File: config.mk
export PLATFORM = sky130hd
export DESIGN_NAME = ser_tx_scheduler
export DESIGN_NICKNAME = d
export VERILOG_FILES = /design/src/rtl/ser_tx_scheduler.sv
export SDC_FILE = /design/constraint.sdc
export NUM_CORES = 1
export LEC_CHECK = 0
export BUFFER_PORTS_ARGS = -buffer_cell sky130_fd_sc_hd__buf_2
export CAP_MARGIN = 15
export CORE_MARGIN = 2
export CORE_UTILIZATION = 50
export CTS_BUF_LIST = sky130_fd_sc_hd__clkbuf_8 sky130_fd_sc_hd__clkbuf_16
export DETAILED_ROUTE_END_ITERATION = 8
export PLACE_DENSITY_LB_ADDON = 0.12
export SLEW_MARGIN = 20
export SYNTH_ARGS = -nofsm -noshare
export SYNTH_HDL_FRONTEND = slang
export SYNTH_SLANG_ARGS = --single-unit
File: constraint.sdc
create_clock -name clk_i -period 4 [get_ports clk_i]
set_input_delay 0.8 -clock clk_i [delete_from_list [all_inputs] [get_ports clk_i]]
set_output_delay 0.8 -clock clk_i [all_outputs]
set_load 0.005 [all_outputs]
File: src/rtl/ser_tx_scheduler.sv
// Round-robin scheduler sharing one 27-bit serializer among NREQ requesters,
// with a programmable inter-frame gap and a sticky start-to-busy timeout flag.
module ser_tx_scheduler #(
  parameter int NREQ    = 2,
  parameter int DW      = 27,
  parameter int GAP     = 4,
  parameter int TIMEOUT = 16
) (
  input  logic                 clk_i,
  input  logic                 rst_ni,
  input  logic [NREQ-1:0]      req_i,
  input  logic [NREQ*DW-1:0]   data_i,
  output logic [NREQ-1:0]      ack_o,
  output logic [NREQ-1:0]      done_o,
  output logic                 ser_start_o,
  output logic [DW-1:0]        ser_data_o,
  input  logic                 ser_ena_i,
  output logic                 busy_o,
  output logic                 err_o,
  input  logic                 err_clr_i
);
  localparam int PW   = (NREQ > 1) ? $clog2(NREQ) : 1;
  localparam int CMAX = (TIMEOUT > GAP) ? TIMEOUT : GAP;
  localparam int CW   = $clog2(CMAX + 1);
  localparam logic [PW-1:0] LAST_IDX = PW'(NREQ - 1);
  localparam logic [CW-1:0] TO_LAST  = CW'(TIMEOUT - 2);
  localparam logic [CW-1:0] GAP_LAST = CW'((GAP > 0) ? GAP - 1 : 0);
  localparam bit            HAS_GAP  = (GAP > 0);

  typedef enum logic [2:0] {
    S_IDLE      = 3'd0,
    S_LAUNCH    = 3'd1,
    S_WAIT_ENA  = 3'd2,
    S_WAIT_DONE = 3'd3,
    S_GAP       = 3'd4
  } state_e;

  state_e          state_r;
  logic [PW-1:0]   ptr_r;
  logic [CW-1:0]   cnt_r;
  logic [NREQ-1:0] ack_r;
  logic [NREQ-1:0] done_r;
  logic            start_r;
  logic [DW-1:0]   data_r;
  logic            busy_r;
  logic            err_r;

  logic [PW-1:0]   pick_s;
  logic            found_s;
  logic            timeout_s;
  logic            err_next_s;

  function automatic logic [PW-1:0] rr_next(input logic [PW-1:0] idx);
    logic [PW-1:0] nxt;
    if (idx == LAST_IDX) begin
      nxt = {PW{1'b0}};
    end else begin
      nxt = idx + PW'(1);
    end
    return nxt;
  endfunction

  function automatic logic [NREQ-1:0] onehot(input logic [PW-1:0] idx);
    return {{(NREQ-1){1'b0}}, 1'b1} << idx;
  endfunction

  // first pending request strictly after the round-robin pointer, wrapping
  always_comb begin : pick_blk
    logic [PW-1:0] scan;
    scan    = ptr_r;
    pick_s  = ptr_r;
    found_s = 1'b0;
    for (int i = 0; i < NREQ; i++) begin
      scan = rr_next(scan);
      if (!found_s && req_i[scan]) begin
        pick_s  = scan;
        found_s = 1'b1;
      end else begin
        pick_s  = pick_s;
        found_s = found_s;
      end
    end
  end

  // timeout fires on the last allowed WAIT_ENA cycle that still sees no ena
  assign timeout_s = (state_r == S_WAIT_ENA) && !ser_ena_i && (cnt_r == TO_LAST);

  // sticky error: a new timeout beats a clear in the same cycle
  always_comb begin
    if (timeout_s) begin
      err_next_s = 1'b1;
    end else if (err_clr_i) begin
      err_next_s = 1'b0;
    end else begin
      err_next_s = err_r;
    end
  end

  // transfer FSM with registered grant, start, done and busy outputs
  always_ff @(posedge clk_i or negedge rst_ni) begin
    if (!rst_ni) begin
      state_r <= S_IDLE;
      ptr_r   <= LAST_IDX;
      cnt_r   <= {CW{1'b0}};
      ack_r   <= {NREQ{1'b0}};
      done_r  <= {NREQ{1'b0}};
      start_r <= 1'b0;
      data_r  <= {DW{1'b0}};
      busy_r  <= 1'b0;
      err_r   <= 1'b0;
    end else begin
      ack_r   <= {NREQ{1'b0}};
      done_r  <= {NREQ{1'b0}};
      start_r <= 1'b0;
      err_r   <= err_next_s;
      case (state_r)
        S_IDLE: begin
          if (found_s) begin
            data_r  <= data_i[int'(pick_s) * DW +: DW];
            ack_r   <= onehot(pick_s);
            start_r <= 1'b1;
            ptr_r   <= pick_s;
            busy_r  <= 1'b1;
            state_r <= S_LAUNCH;
          end
        end
        S_LAUNCH: begin
          cnt_r   <= {CW{1'b0}};
          state_r <= S_WAIT_ENA;
        end
        S_WAIT_ENA: begin
          if (ser_ena_i) begin
            state_r <= S_WAIT_DONE;
          end else if (timeout_s) begin
            done_r  <= onehot(ptr_r);
            cnt_r   <= {CW{1'b0}};
            busy_r  <= HAS_GAP;
            state_r <= HAS_GAP ? S_GAP : S_IDLE;
          end else begin
            cnt_r <= cnt_r + CW'(1);
          end
        end
        S_WAIT_DONE: begin
          if (!ser_ena_i) begin
            done_r  <= onehot(ptr_r);
            cnt_r   <= {CW{1'b0}};
            busy_r  <= HAS_GAP;
            state_r <= HAS_GAP ? S_GAP : S_IDLE;
          end
        end
        S_GAP: begin
          if (cnt_r == GAP_LAST) begin
            cnt_r   <= {CW{1'b0}};
            busy_r  <= 1'b0;
            state_r <= S_IDLE;
          end else begin
            cnt_r <= cnt_r + CW'(1);
          end
        end
        default: begin
          busy_r  <= 1'b0;
          state_r <= S_IDLE;
        end
      endcase
    end
  end

  assign ack_o       = ack_r;
  assign done_o      = done_r;
  assign ser_start_o = start_r;
  assign ser_data_o  = data_r;
  assign busy_o      = busy_r;
  assign err_o       = err_r;

endmodule

==> flow_summary.yaml <==
grt:
  first_global_vias: 1487
  antenna_found_initial: 0
  grt_overflow: 0
  grt_pass1_wl_um: 6430
  grt_max_degree: 58
  track_usage: 0.1898
route:
  post-route-drc-count: 0
  via_per_inst: 5.009
  vias: 1718
  wirelength_um: 4244
  initialDrtViolationCount: 75
  drtPass1Iterations: 4
  postRouteAntennaNets: 0
  wl_per_cell_um: 12.37
synth:
  synth_top_family_by_area: "simple AND/OR/NAND/NOR gates"
  ys_seq_area_frac: 0.5276
  synth.distinct_cells: 33
  netlist_area_um2: 2042
  yosysTopAreaCell: "dfrtp_1"
  yosys.area_share.simple: 0.1569
  synthCells: 201
  synth_fa_ha_area_frac: 0.01225
  synth.area.mux_share: 0.1324
  synth_compound_area_frac: 0.1330
  synth_seq_cells: 43
  ys_top_cells_by_area: "dfrtp_1 (51%), mux2i_1 (13%), o21ai_0 (8.6%)"
  synth.net_count: 263
  synth_xor_area_frac: 0.004289
  syn_avg_cell_area_um2: 10.16
  yosysTopAreaCellShare: 0.5147
  yosys_warnings: 0
pwr:
  powerDensity_nw_per_um2: 662.3
  p_leak_nw: 1.438
  total_power_w: 0.001751
  irDropWorstVdd_mv: 0.3547
die:
  io_pins: 94
  rows: 23
  start_util: 0.5142
  core_area_um2: 3971
  dieArea_um2: 4611
  die_w_um: 67.91
  die_h_um: 67.91
layout:
  antenna_cells: 0
  nNetsFinal: 354
  drive_gt1_frac: 0.3618
  area_growth_pct: 29.47
  num-fill-cells: 329
critical_path:
  cp_max_fo: 57
  cp_data_required_time_ns: 4.19
  r2r_slack_ns: 2.21
  worstPathArrival_ns: 2.02
  critPathKind: "in -> reg"
  startpoint_type: "input pin"
  worst_setup_path_end_kind: "register"
clock_network:
  clkLatencyLatePin_ns: 0.30
  post_cts_buffers: 0
  cts_sinks: 43
  cts.hold.buffers_added: 0
  cts_tree: "done"
  cts_max_level: 2
  clockBufferDepth: 2
  cts_buffers: 5
  clk_pin_slew_ns: 0.07
  post_cts_resize_count: 0
  root_buffer: "clkbuf_8"
sta:
  skew_ns: 0.007703
  worst_pin_slew_ns: 0.9148
  clock.fmax_mhz: 544.9
  fin_crit_sh: 0.4588
  setup_viol: 0
  drv_slew: 0
  fin_crit_ns: 1.835
  finalSetupTns_ns: 0
  rsz0062_at_grt: "no"
  relSlewSlack: 0.3902
  hold_violations: 0
place:
  io_buffers: 93
  place_congestion: 0.7696
  dpl.hpwl_um: 3122
outcome:
  status: "complete, no violations"
flow_run:
  drv_cap: 0
min_path:
  hold_class: "reg -> reg"
## routing by layer
metal | wire length [um] | up-vias | global-route usage
met3 | 269 | 5 | 0.05592
met2 | 1991 | 57 | 0.3088
met1 | 1921 | 770 | 0.2333
met4 | 61 | 0 | 0.08750
met5 | 0 | - | 0
li1 | - | 886 | -
## critical path: stages
cell and delay, ns:
buf_2 0.12, or2_2 0.33, nand3b_1 0.09, buf_4 0.41, inv_1 0.10, and2_1 0.17
## placed cells by master, fill, tap and decap left out, types with 2 or more instances in the layout
master and n:
nor3b_1 2, clkbuf_8 5, nand3b_1 2, ha_1 2
o21ai_0 34, o211ai_1 5, nor2_1 6, dfrtp_1 42
inv_1 4, nand3_1 5, nand2b_1 3, nor2b_1 4
nand2_1 36, buf_2 93, a21oi_1 2, mux2i_1 27
## power by group
part	switching, W	total, W	internal [W]
Clock	0.000147	0.000267	0.000119
Combinational	0.000390	0.000737	0.000347
Sequential	0.000125	0.000747	0.000622
Total	0.000662	0.00175	0.00109
## registers in the layout, summed over array words and instances, names as in the netlist
register / flops
state_r: 3
done_o: 2
err_o: 1
ptr_r: 1
cnt_r: 5
ack_o: 2
ser_start_o: 1
busy_o: 1
ser_data_o: 27
## final timing paths
path / from / end / cells after the start
worst min register to register: ser_data_o[14] / ser_data_o[14] / 2
min in group asynchronous: rst_ni / cnt_r[0] / 1
max in group asynchronous: rst_ni / ser_data_o[16] / 1
worst max register to register: cnt_r[0] / busy_o / 6
worst min-delay path: ser_data_o[14] / ser_data_o[14] / 2
worst max-delay path: req_i[1] / ack_o[0] / 6
## per-stage QoR
step	std cells	utilization	instance area [um^2]	worst slack [ns]	hold slack, ns
5_1_grt	343	0.6657	2644	2.061	0.5098
4_1_cts	342	0.6588	2616	1.942	0.4822
6_report	343	0.6657	2644	2.165	0.4769
2_1_floorplan	201	-	2042	2.226	0.4733
3_5_place_dp	334	0.6374	2531	1.616	0.4648
3_3_place_gp	334	0.6374	2531	1.676	0.4570
## synth_stat cells (all sizes together)
master / count
o21ai: 35
nand2b: 3
or4: 1
buf: 9
nor3b: 2
and2: 1
nor2: 6
mux2i: 27
or2: 1
nand2: 36
nor2b: 4
dfrtp: 42
a21o: 1
nor3: 1
a22oi: 1
nand3b: 2
xnor2: 1
o211ai: 5
o211a: 1
inv: 3
nand3: 5
o31ai: 1
clkbuf: 2
dfstp: 1
a211oi: 1
o41ai: 1
and3b: 1
a21oi: 2
nand4b: 1
nor4b: 1
and3: 1
ha: 2
## layout make-up
class	instances	area, um^2	area share
inverters	3	11.26	0.004259
clock buffers	5	68.82	0.02603
flip-flops and latches	43	1077	0.4075
repair buffers	95	500.5	0.1893
clock inverters	3	16.27	0.006152
well taps	50	62.56	0.02366
multi-input cells	144	907.1	0.3431
## kinds of logic after synthesis
group	count (synthesis)
simple gates	66
flops	43
mux	27
compound gates	48
buf+inv	14
fa+ha+maj	2
xor+xnor	1
Power figures use the tool's default switching activity.
